==> config.mk <==
export PLATFORM = sky130hd
export DESIGN_NAME = cellrv32_bus_gateway
export DESIGN_NICKNAME = d
export VERILOG_FILES = /design/src/rtl/cellrv32_bus_gateway.sv
export SDC_FILE = /design/constraint.sdc
export NUM_CORES = 1
export LEC_CHECK = 0
export BUFFER_PORTS_ARGS = -buffer_cell sky130_fd_sc_hd__buf_2
export CAP_MARGIN = 20
export CORE_AREA = 2 2 113 115
export DETAILED_ROUTE_END_ITERATION = 16
export DIE_AREA = 0 0 115 117
export GPL_TIMING_DRIVEN = 0
export PLACE_DENSITY = 0.59
export SLEW_MARGIN = 25
export SYNTH_ARGS = -nofsm -noshare
export SYNTH_HDL_FRONTEND = slang
export SYNTH_SLANG_ARGS = --single-unit
==> constraint.sdc <==
create_clock -name clk_i -period 6.36 [get_ports clk_i]
set_clock_uncertainty 0.05 [all_clocks]
set_input_delay 0.318 -clock clk_i [delete_from_list [all_inputs] [get_ports clk_i]]
set_output_delay 0.318 -clock clk_i [all_outputs]
set_load 0.005 [all_outputs]
==> src/rtl/cellrv32_bus_gateway.sv <==
// cellrv32_bus_gateway: responder-side gateway of the CPU/switch bus.
// Decodes one access at a time into IMEM, DMEM or IO and returns the
// selected target's response; raises its own error on unmapped
// addresses, user-mode IO accesses and response timeouts.
//
// Ports:
//   clk_i, rstn_i        clock (rising edge), async active-low reset
//   h_*                  upstream initiator request / response
//   t_*                  shared target bus (combinational copies of h_*)
//   im_*, dm_*, io_*     per-target strobes and responses
//   busy_o               access outstanding (state != IDLE)
//   tmo_o                one-cycle pulse in the ERR cycle of a timeout
module cellrv32_bus_gateway #(
    parameter logic [31:0] IMEM_BASE  = 32'h0000_0000,
    parameter int          IMEM_SIZE  = 16384,
    parameter logic [31:0] DMEM_BASE  = 32'h8000_0000,
    parameter int          DMEM_SIZE  = 8192,
    parameter logic [31:0] IO_BASE    = 32'hFFFF_FE00,
    parameter int          IO_SIZE    = 512,
    parameter int          TMO_CYCLES = 255
) (
    input  logic        clk_i,
    input  logic        rstn_i,
    // upstream initiator
    input  logic        h_priv_i,
    input  logic        h_src_i,
    input  logic [31:0] h_addr_i,
    input  logic [31:0] h_wdata_i,
    input  logic [3:0]  h_ben_i,
    input  logic        h_we_i,
    input  logic        h_re_i,
    output logic [31:0] h_rdata_o,
    output logic        h_ack_o,
    output logic        h_err_o,
    // shared target bus
    output logic [31:0] t_addr_o,
    output logic [31:0] t_wdata_o,
    output logic [3:0]  t_ben_o,
    output logic        t_priv_o,
    output logic        t_src_o,
    // per-target strobes
    output logic        im_re_o,
    output logic        im_we_o,
    output logic        dm_re_o,
    output logic        dm_we_o,
    output logic        io_re_o,
    output logic        io_we_o,
    // target responses
    input  logic [31:0] im_rdata_i,
    input  logic [31:0] dm_rdata_i,
    input  logic [31:0] io_rdata_i,
    input  logic        im_ack_i,
    input  logic        dm_ack_i,
    input  logic        io_ack_i,
    input  logic        im_err_i,
    input  logic        dm_err_i,
    input  logic        io_err_i,
    // status
    output logic        busy_o,
    output logic        tmo_o
);

    localparam logic [31:0] IM_MASK  = ~(32'(IMEM_SIZE) - 32'd1);
    localparam logic [31:0] DM_MASK  = ~(32'(DMEM_SIZE) - 32'd1);
    localparam logic [31:0] IO_MASK  = ~(32'(IO_SIZE) - 32'd1);
    localparam logic [9:0]  TMO_LAST = 10'(TMO_CYCLES - 1);
    localparam logic [9:0]  CNT_MAX  = 10'h3FF;

    typedef enum logic [1:0] {
        S_IDLE,
        S_BUSY,
        S_ERR
    } state_t;

    typedef enum logic [1:0] {
        SEL_NONE,
        SEL_IM,
        SEL_DM,
        SEL_IO
    } sel_t;

    state_t      r_state;
    state_t      w_state_nxt;
    sel_t        r_sel;
    sel_t        w_sel_nxt;
    logic [9:0]  r_cnt;
    logic [9:0]  w_cnt_nxt;
    logic        r_tmo;
    logic        w_tmo_nxt;

    logic        w_hit_im;
    logic        w_hit_dm;
    logic        w_hit_io;
    sel_t        w_dec;
    logic        w_req;
    logic        w_grant;
    logic        w_fwd;

    logic        w_rsp_ack;
    logic        w_rsp_err;
    logic [31:0] w_rsp_rdata;

    // shared target bus
    assign t_addr_o  = h_addr_i;
    assign t_wdata_o = h_wdata_i;
    assign t_ben_o   = h_ben_i;
    assign t_priv_o  = h_priv_i;
    assign t_src_o   = h_src_i;

    // address decode
    assign w_hit_im = (h_addr_i & IM_MASK) == IMEM_BASE;
    assign w_hit_dm = (h_addr_i & DM_MASK) == DMEM_BASE;
    assign w_hit_io = (h_addr_i & IO_MASK) == IO_BASE;

    // overlapping regions resolve IO > DMEM > IMEM
    always_comb begin
        w_dec = SEL_NONE;
        if (w_hit_io) begin
            w_dec = SEL_IO;
        end else if (w_hit_dm) begin
            w_dec = SEL_DM;
        end else if (w_hit_im) begin
            w_dec = SEL_IM;
        end
    end

    assign w_req   = h_re_i | h_we_i;
    assign w_grant = (w_dec != SEL_NONE) &&
                     ((w_dec != SEL_IO) || h_priv_i);
    // strobes only pass in IDLE; anything during BUSY/ERR is dropped
    assign w_fwd   = (r_state == S_IDLE) && w_req && w_grant;

    assign im_re_o = w_fwd && (w_dec == SEL_IM) && h_re_i;
    assign im_we_o = w_fwd && (w_dec == SEL_IM) && h_we_i;
    assign dm_re_o = w_fwd && (w_dec == SEL_DM) && h_re_i;
    assign dm_we_o = w_fwd && (w_dec == SEL_DM) && h_we_i;
    assign io_re_o = w_fwd && (w_dec == SEL_IO) && h_re_i;
    assign io_we_o = w_fwd && (w_dec == SEL_IO) && h_we_i;

    // only the latched target is listened to
    always_comb begin
        w_rsp_ack   = 1'b0;
        w_rsp_err   = 1'b0;
        w_rsp_rdata = 32'h0;
        unique case (r_sel)
            SEL_IM: begin
                w_rsp_ack   = im_ack_i;
                w_rsp_err   = im_err_i;
                w_rsp_rdata = im_rdata_i;
            end
            SEL_DM: begin
                w_rsp_ack   = dm_ack_i;
                w_rsp_err   = dm_err_i;
                w_rsp_rdata = dm_rdata_i;
            end
            SEL_IO: begin
                w_rsp_ack   = io_ack_i;
                w_rsp_err   = io_err_i;
                w_rsp_rdata = io_rdata_i;
            end
            default: begin
                w_rsp_ack   = 1'b0;
                w_rsp_err   = 1'b0;
                w_rsp_rdata = 32'h0;
            end
        endcase
    end

    // next-state and response logic
    always_comb begin
        w_state_nxt = r_state;
        w_sel_nxt   = r_sel;
        w_cnt_nxt   = r_cnt;
        w_tmo_nxt   = 1'b0;
        h_ack_o     = 1'b0;
        h_err_o     = 1'b0;
        h_rdata_o   = 32'h0;
        unique case (r_state)
            S_IDLE: begin
                if (w_req) begin
                    if (w_grant) begin
                        w_state_nxt = S_BUSY;
                        w_sel_nxt   = w_dec;
                        w_cnt_nxt   = 10'd0;
                    end else begin
                        w_state_nxt = S_ERR;
                        w_sel_nxt   = SEL_NONE;
                    end
                end
            end
            S_BUSY: begin
                if (w_rsp_err) begin
                    // error wins over a simultaneous ack
                    h_err_o     = 1'b1;
                    w_state_nxt = S_IDLE;
                    w_sel_nxt   = SEL_NONE;
                end else if (w_rsp_ack) begin
                    h_ack_o     = 1'b1;
                    h_rdata_o   = w_rsp_rdata;
                    w_state_nxt = S_IDLE;
                    w_sel_nxt   = SEL_NONE;
                end else if (r_cnt >= TMO_LAST) begin
                    // r_cnt counts silent BUSY cycles minus one
                    w_state_nxt = S_ERR;
                    w_sel_nxt   = SEL_NONE;
                    w_tmo_nxt   = 1'b1;
                end else if (r_cnt != CNT_MAX) begin
                    w_cnt_nxt = r_cnt + 10'd1;
                end
            end
            S_ERR: begin
                h_err_o     = 1'b1;
                w_state_nxt = S_IDLE;
            end
            default: begin
                w_state_nxt = S_IDLE;
                w_sel_nxt   = SEL_NONE;
            end
        endcase
    end

    always_ff @(posedge clk_i or negedge rstn_i) begin
        if (!rstn_i) begin
            r_state <= S_IDLE;
            r_sel   <= SEL_NONE;
            r_cnt   <= 10'd0;
            r_tmo   <= 1'b0;
        end else begin
            r_state <= w_state_nxt;
            r_sel   <= w_sel_nxt;
            r_cnt   <= w_cnt_nxt;
            r_tmo   <= w_tmo_nxt;
        end
    end

    assign busy_o = (r_state != S_IDLE);
    // r_tmo is only ever set on the transition into ERR
    assign tmo_o  = r_tmo;

endmodule

### Word level (Yosys, flattened, before mapping)

Index checks and enable logic that the tools add are counted.

* output and inout port bits: 112
* logic and storage cells: 85
* register bits: 15
* input port bits: 176

* bitwise logic cells: 2
* add/subtract/negate cells: 1
* muxes and demuxes: 37
* equality and inequality tests: 19
* magnitude comparators: 1
* reductions and logical operators: 21

Operator list (number)
* two-way mux 32 bit: 3
* case mux 32 bit (3 select lines): 1
* two-way mux 10 bit: 6
* logical NOT 32 bit: 1
* two-way mux 2 bit: 12
* equality test 23 bit, second input constant: 1
* case mux 10 bit (2 select lines): 1
* equality test 19 bit, second input constant: 1
* inequality test 2 bit, second input constant: 7
* logical AND 1 bit: 12
* adder 10 x 1 -> 10 bit, second input constant: 1
* equality test 2 bit, second input constant: 5
* >= comparator 10 x 8 -> 1 bit, second input constant: 1
* inequality test 10 bit, second input constant: 1
* two-way mux 1 bit: 9
* AND reduction 7 bit: 1
* equality test 2 x 1 -> 1 bit, second input constant: 3
* case mux 1 bit (3 select lines): 2
* case mux 2 bit (3 select lines): 1
* nonzero test 2 bit: 3
* inequality test 4 bit, second input constant: 1
* case mux 2 bit (2 select lines): 1
* AND reduction 3 bit: 1
* logical NOT 2 bit: 1
* 5 further kinds: 5

### Longest topological paths before layout

* depth in word-level cells: 10
* depth in mapped cells: 8
* gate-level depth less buffers: 7

### Worst setup path before layout

No wires, ideal clock.

* kind: flip-flop to flip-flop
* start: reg r_sel[1]
* end: reg r_cnt[1]
* buffers on the path: 2
* library setup time: 0.127 ns
* stages on the path, launching flop included: 8
* clock period less this slack: 2.278 ns
* slack: 4.082 ns
* required time: 6.183 ns
* data arrival time: 2.101 ns
* cell sequence: dfrtp_1 buf_6 mux2_4 a221o_1 o32ai_4 o21a_1 buf_6 mux2_1

* cells in the longest elaborated chain, start to end: 4
* elaborated cells between the ends (all ways): 8
* classes of those cells: eq/ne (5); mux (2); reduce/logical (1)

RTL lines
* start: declaration: line 84 `sel_t r_sel;`
* start signal: assignment: line 230 `r_sel <= w_sel_nxt;`
* equality test 2 bit / equality test 2 x 1 -> 1 bit (equally long branches): line 145 `unique case (r_sel)`
* case mux 1 bit (3 select lines): line 145
* inequality test 2 bit (no source line)
* AND reduction 7 bit (no source line) (*)
* end signal: assignment: line 231 `r_cnt <= w_cnt_nxt;`
* end: declaration: line 86 `logic [9:0] r_cnt;`

Mark *: on every way between the ends. The rest lies on a longest branch, timed or not.
A chain may end at the register's enable or synchronous reset.

### Final worst setup path

* start: reg r_sel[1]
* end: out h_rdata_o[5]

* cells in the longest elaborated chain, start to end: 5
* elaborated cells between the ends (all ways): 9
* classes of those cells: eq/ne (3); mux (6)

RTL lines
* equality test 2 bit / equality test 2 x 1 -> 1 bit (equally long branches): line 145
* case mux 32 bit (3 select lines) / case mux 1 bit (3 select lines) (equally long branches): line 145
* two-way mux 32 bit: line 197 `end else if (w_rsp_ack) begin`
* two-way mux 32 bit (*): line 192 `if (w_rsp_err) begin`
* two-way mux 32 bit (*): line 178 `unique case (r_state)`
* end: declaration: line 32 `output logic [31:0] h_rdata_o,`

Marks and branches as above.

==> results.json <==
{
  "drtPass1Iterations": 6,
  "ir_worst_vdd_uv": 69.79,
  "numCtsBuffers": 3,
  "cts-root-buf": "clkbuf_16",
  "max_cap_violations": 0,
  "min_period_ns": 2.717,
  "synth_cells": 355,
  "grt_pass1_vias": 2685,
  "die_x_um": 115,
  "boundaryPins": 288,
  "status": "finished, final reports clean",
  "cts.repair.resized": 0,
  "fin_tns_setup_ns": 0,
  "multi_input_area_mm2": 0.001481,
  "required_ns": 5.99,
  "hpwl_mm": 8.121,
  "reg2reg_slack_ns": 3.83,
  "tritoncts": "built",
  "post-synth-top-area-fraction_pct": 21.02,
  "vias_per_cell": 4.370,
  "end_kind": "output port",
  "cts.sink_count": 15,
  "powerDensity_mw_per_mm2": 110.6,
  "drive_gt1_share_pct": 53.91,
  "min_period_over_period_pct": 42.73,
  "ys_seq_elements": 15,
  "cts_setup_buffers": 0,
  "fp.dieH_um": 117,
  "num_antenna_cells": 0,
  "grt-ovfl-total": 0,
  "clockBufferDepth": 2,
  "synth_ff_type": "dfrtp_1",
  "r2r_start": "r_sel[1]",
  "fmax_mhz": 368.0,
  "clkTransAtPathRegs_ns": 0.05,
  "synthToLayoutAreaGrowth_pct": 58.51,
  "seqCellArea_um2": 375.4,
  "antenna_left": 0,
  "std_cell_rows": 41,
  "cellLeakagePower_nw": 2.025,
  "drtIter0Drc": 144,
  "cts_hold_buffers": 1,
  "avgSynthCellArea_um2": 7.144,
  "wirelength_mm": 9.581,
  "htreeDepth": 1,
  "num_vias": 3282,
  "syn_nets": 536,
  "worstSkewPairLatency_ns": 0.25,
  "io_buffers": 241,
  "criticalPathCategory": "reg -> out",
  "yosysSeqAreaShare_pct": 14.80,
  "grt_start_max_net_pins": 16,
  "fillers": 1368,
  "antenna_found_initial": 1,
  "synth_area_leader_cell": "buf_4",
  "nNetsFinal": 783,
  "cp_max_fo": 10,
  "yosys-top-cells-area": "buf_4 (21%), dfrtp_1 (15%), mux2i_1 (13%)",
  "synth_edf_count": 0,
  "relSlewSlack_pct": 50.68,
  "hold_path.class": "in -> async",
  "fin_util_pct": 32.65,
  "arrival_ns": 2.35,
  "die_area_mm2": 0.01346,
  "synthArstFlopShare_pct": 100.0,
  "r2r.worst_path.cells": 8,
  "cp-startpoint": "r_sel[1]",
  "critPathLaunchType": "flip-flop",
  "pre_cts_slack_ns": 3.761,
  "grt_first_pass_wirelength_mm": 13.13,
  "synth_area_mm2": 0.002536,
  "yosysWarningCount": 0,
  "worst_pin_slew_ns": 0.7398,
  "gp_congestion": 0.7480,
  "synth.most_common_cell": "nor2_1",
  "core_area_mm2": 0.01231,
  "r2r_end": "r_cnt[1]",
  "drcViolationCount": 0,
  "synth_top_cells_by_count": "nor2_1 (75), buf_4 (71), a21oi_1 (36)",
  "hold_viol": 0,
  "initial_utilization_pct": 20.60,
  "rsz0062_at_grt": "false",
  "wl_per_cell_um": 12.76,
  "slew_viol_final": 0,
  "grt_usage_pct": 12.15,
  "yosysUniqueCellTypes": 45,
  "holdWs_ns": 0.4621,
  "finalWorstSetupSlack_ns": 3.643,
  "setup_viol": 0,
  "cp-endpoint": "h_rdata_o[5]"
}
-- state kept, by name (all words and copies together) (netlist names) --
register / count
r_cnt: 10
r_sel: 2
r_state: 2
tmo_o: 1
-- worst min-delay path by stage --
stage,slack [ns],to,from,cells after the start
floorplan,-0.03,r_cnt[0],rstn_i,0
global placement,0.19,r_cnt[0],rstn_i,1
detailed placement,0.20,r_cnt[0],rstn_i,1
CTS,0.48,r_state[1],r_state[1],1
global route,0.51,r_cnt[0],rstn_i,2
finish,0.46,r_cnt[0],rstn_i,2
-- critical path, cell delays in order (launching register included) --
cell,delay [ns]
dfrtp_1,0.33
buf_6,0.15
nor2b_1,0.13
clkbuf_1,0.37
a22o_1,0.19
nand3_1,0.27
clkbuf_1,0.33
nor2_1,0.19
buf_2,0.13
-- metal layers --
layer  global-route usage, %  vias up  share of wire [%]
met4                   2.410        2               0.69
met1                   15.33     1437                 40
met2                   22.16      177                 50
li1                        -     1660                  -
met5                       0        -               0.18
met3                   1.699        6                9.1
-- stage by stage --
step | power [mW] | instances | cell area, µm²
after floorplan | 0.2216 | 355 | 2536
after global placement | 0.3194 | 746 | 3930
after detailed placement | 0.3185 | 746 | 3930
after CTS | 0.4486 | 751 | 4020
after global routing | 0.4729 | 751 | 4020
final | 0.4445 | 751 | 4020
-- cell usage in the layout, fill, tap and decap left out, types with 3 or more instances in the layout --
cell type	count
nor3_1	7
clkbuf_1	15
ha_1	5
mux2i_1	34
or4_1	4
o211ai_1	9
clkbuf_16	3
a21oi_1	36
dfrtp_1	15
nand2_1	9
buf_4	71
nor2_1	75
buf_2	241
nor2b_1	3
nand4_1	6
nand3_1	8
inv_1	17
-- logic make-up after synthesis --
logic type	share of synthesized area, %
AO/OA/AOI/OAI	18.94
adder cells (fa/ha/maj)	2.467
buffers and inverters	26.79
flip-flops	14.80
multiplexers	14.45
AND/OR/NAND/NOR	22.55
-- layout make-up --
class,count,share of cell area [%]
Multi-Input combinational cell,234,36.85
Timing Repair Buffer,242,30.25
Buffer,88,15.22
Sequential cell,15,9.337
Tap cell,150,4.669
Clock buffer,3,1.867
Inverter,18,1.681
Clock inverter,1,0.1245
-- report_power, final --
part           internal (mW)  switching, mW  leakage (nW)  total, mW
clock network         0.0841         0.0412        0.0409      0.125
logic                  0.116          0.102          1.78      0.218
registers             0.0989        0.00251         0.207      0.101
total                  0.299          0.146          2.03      0.444
Note: power is estimated with default switching activity, not from simulation.
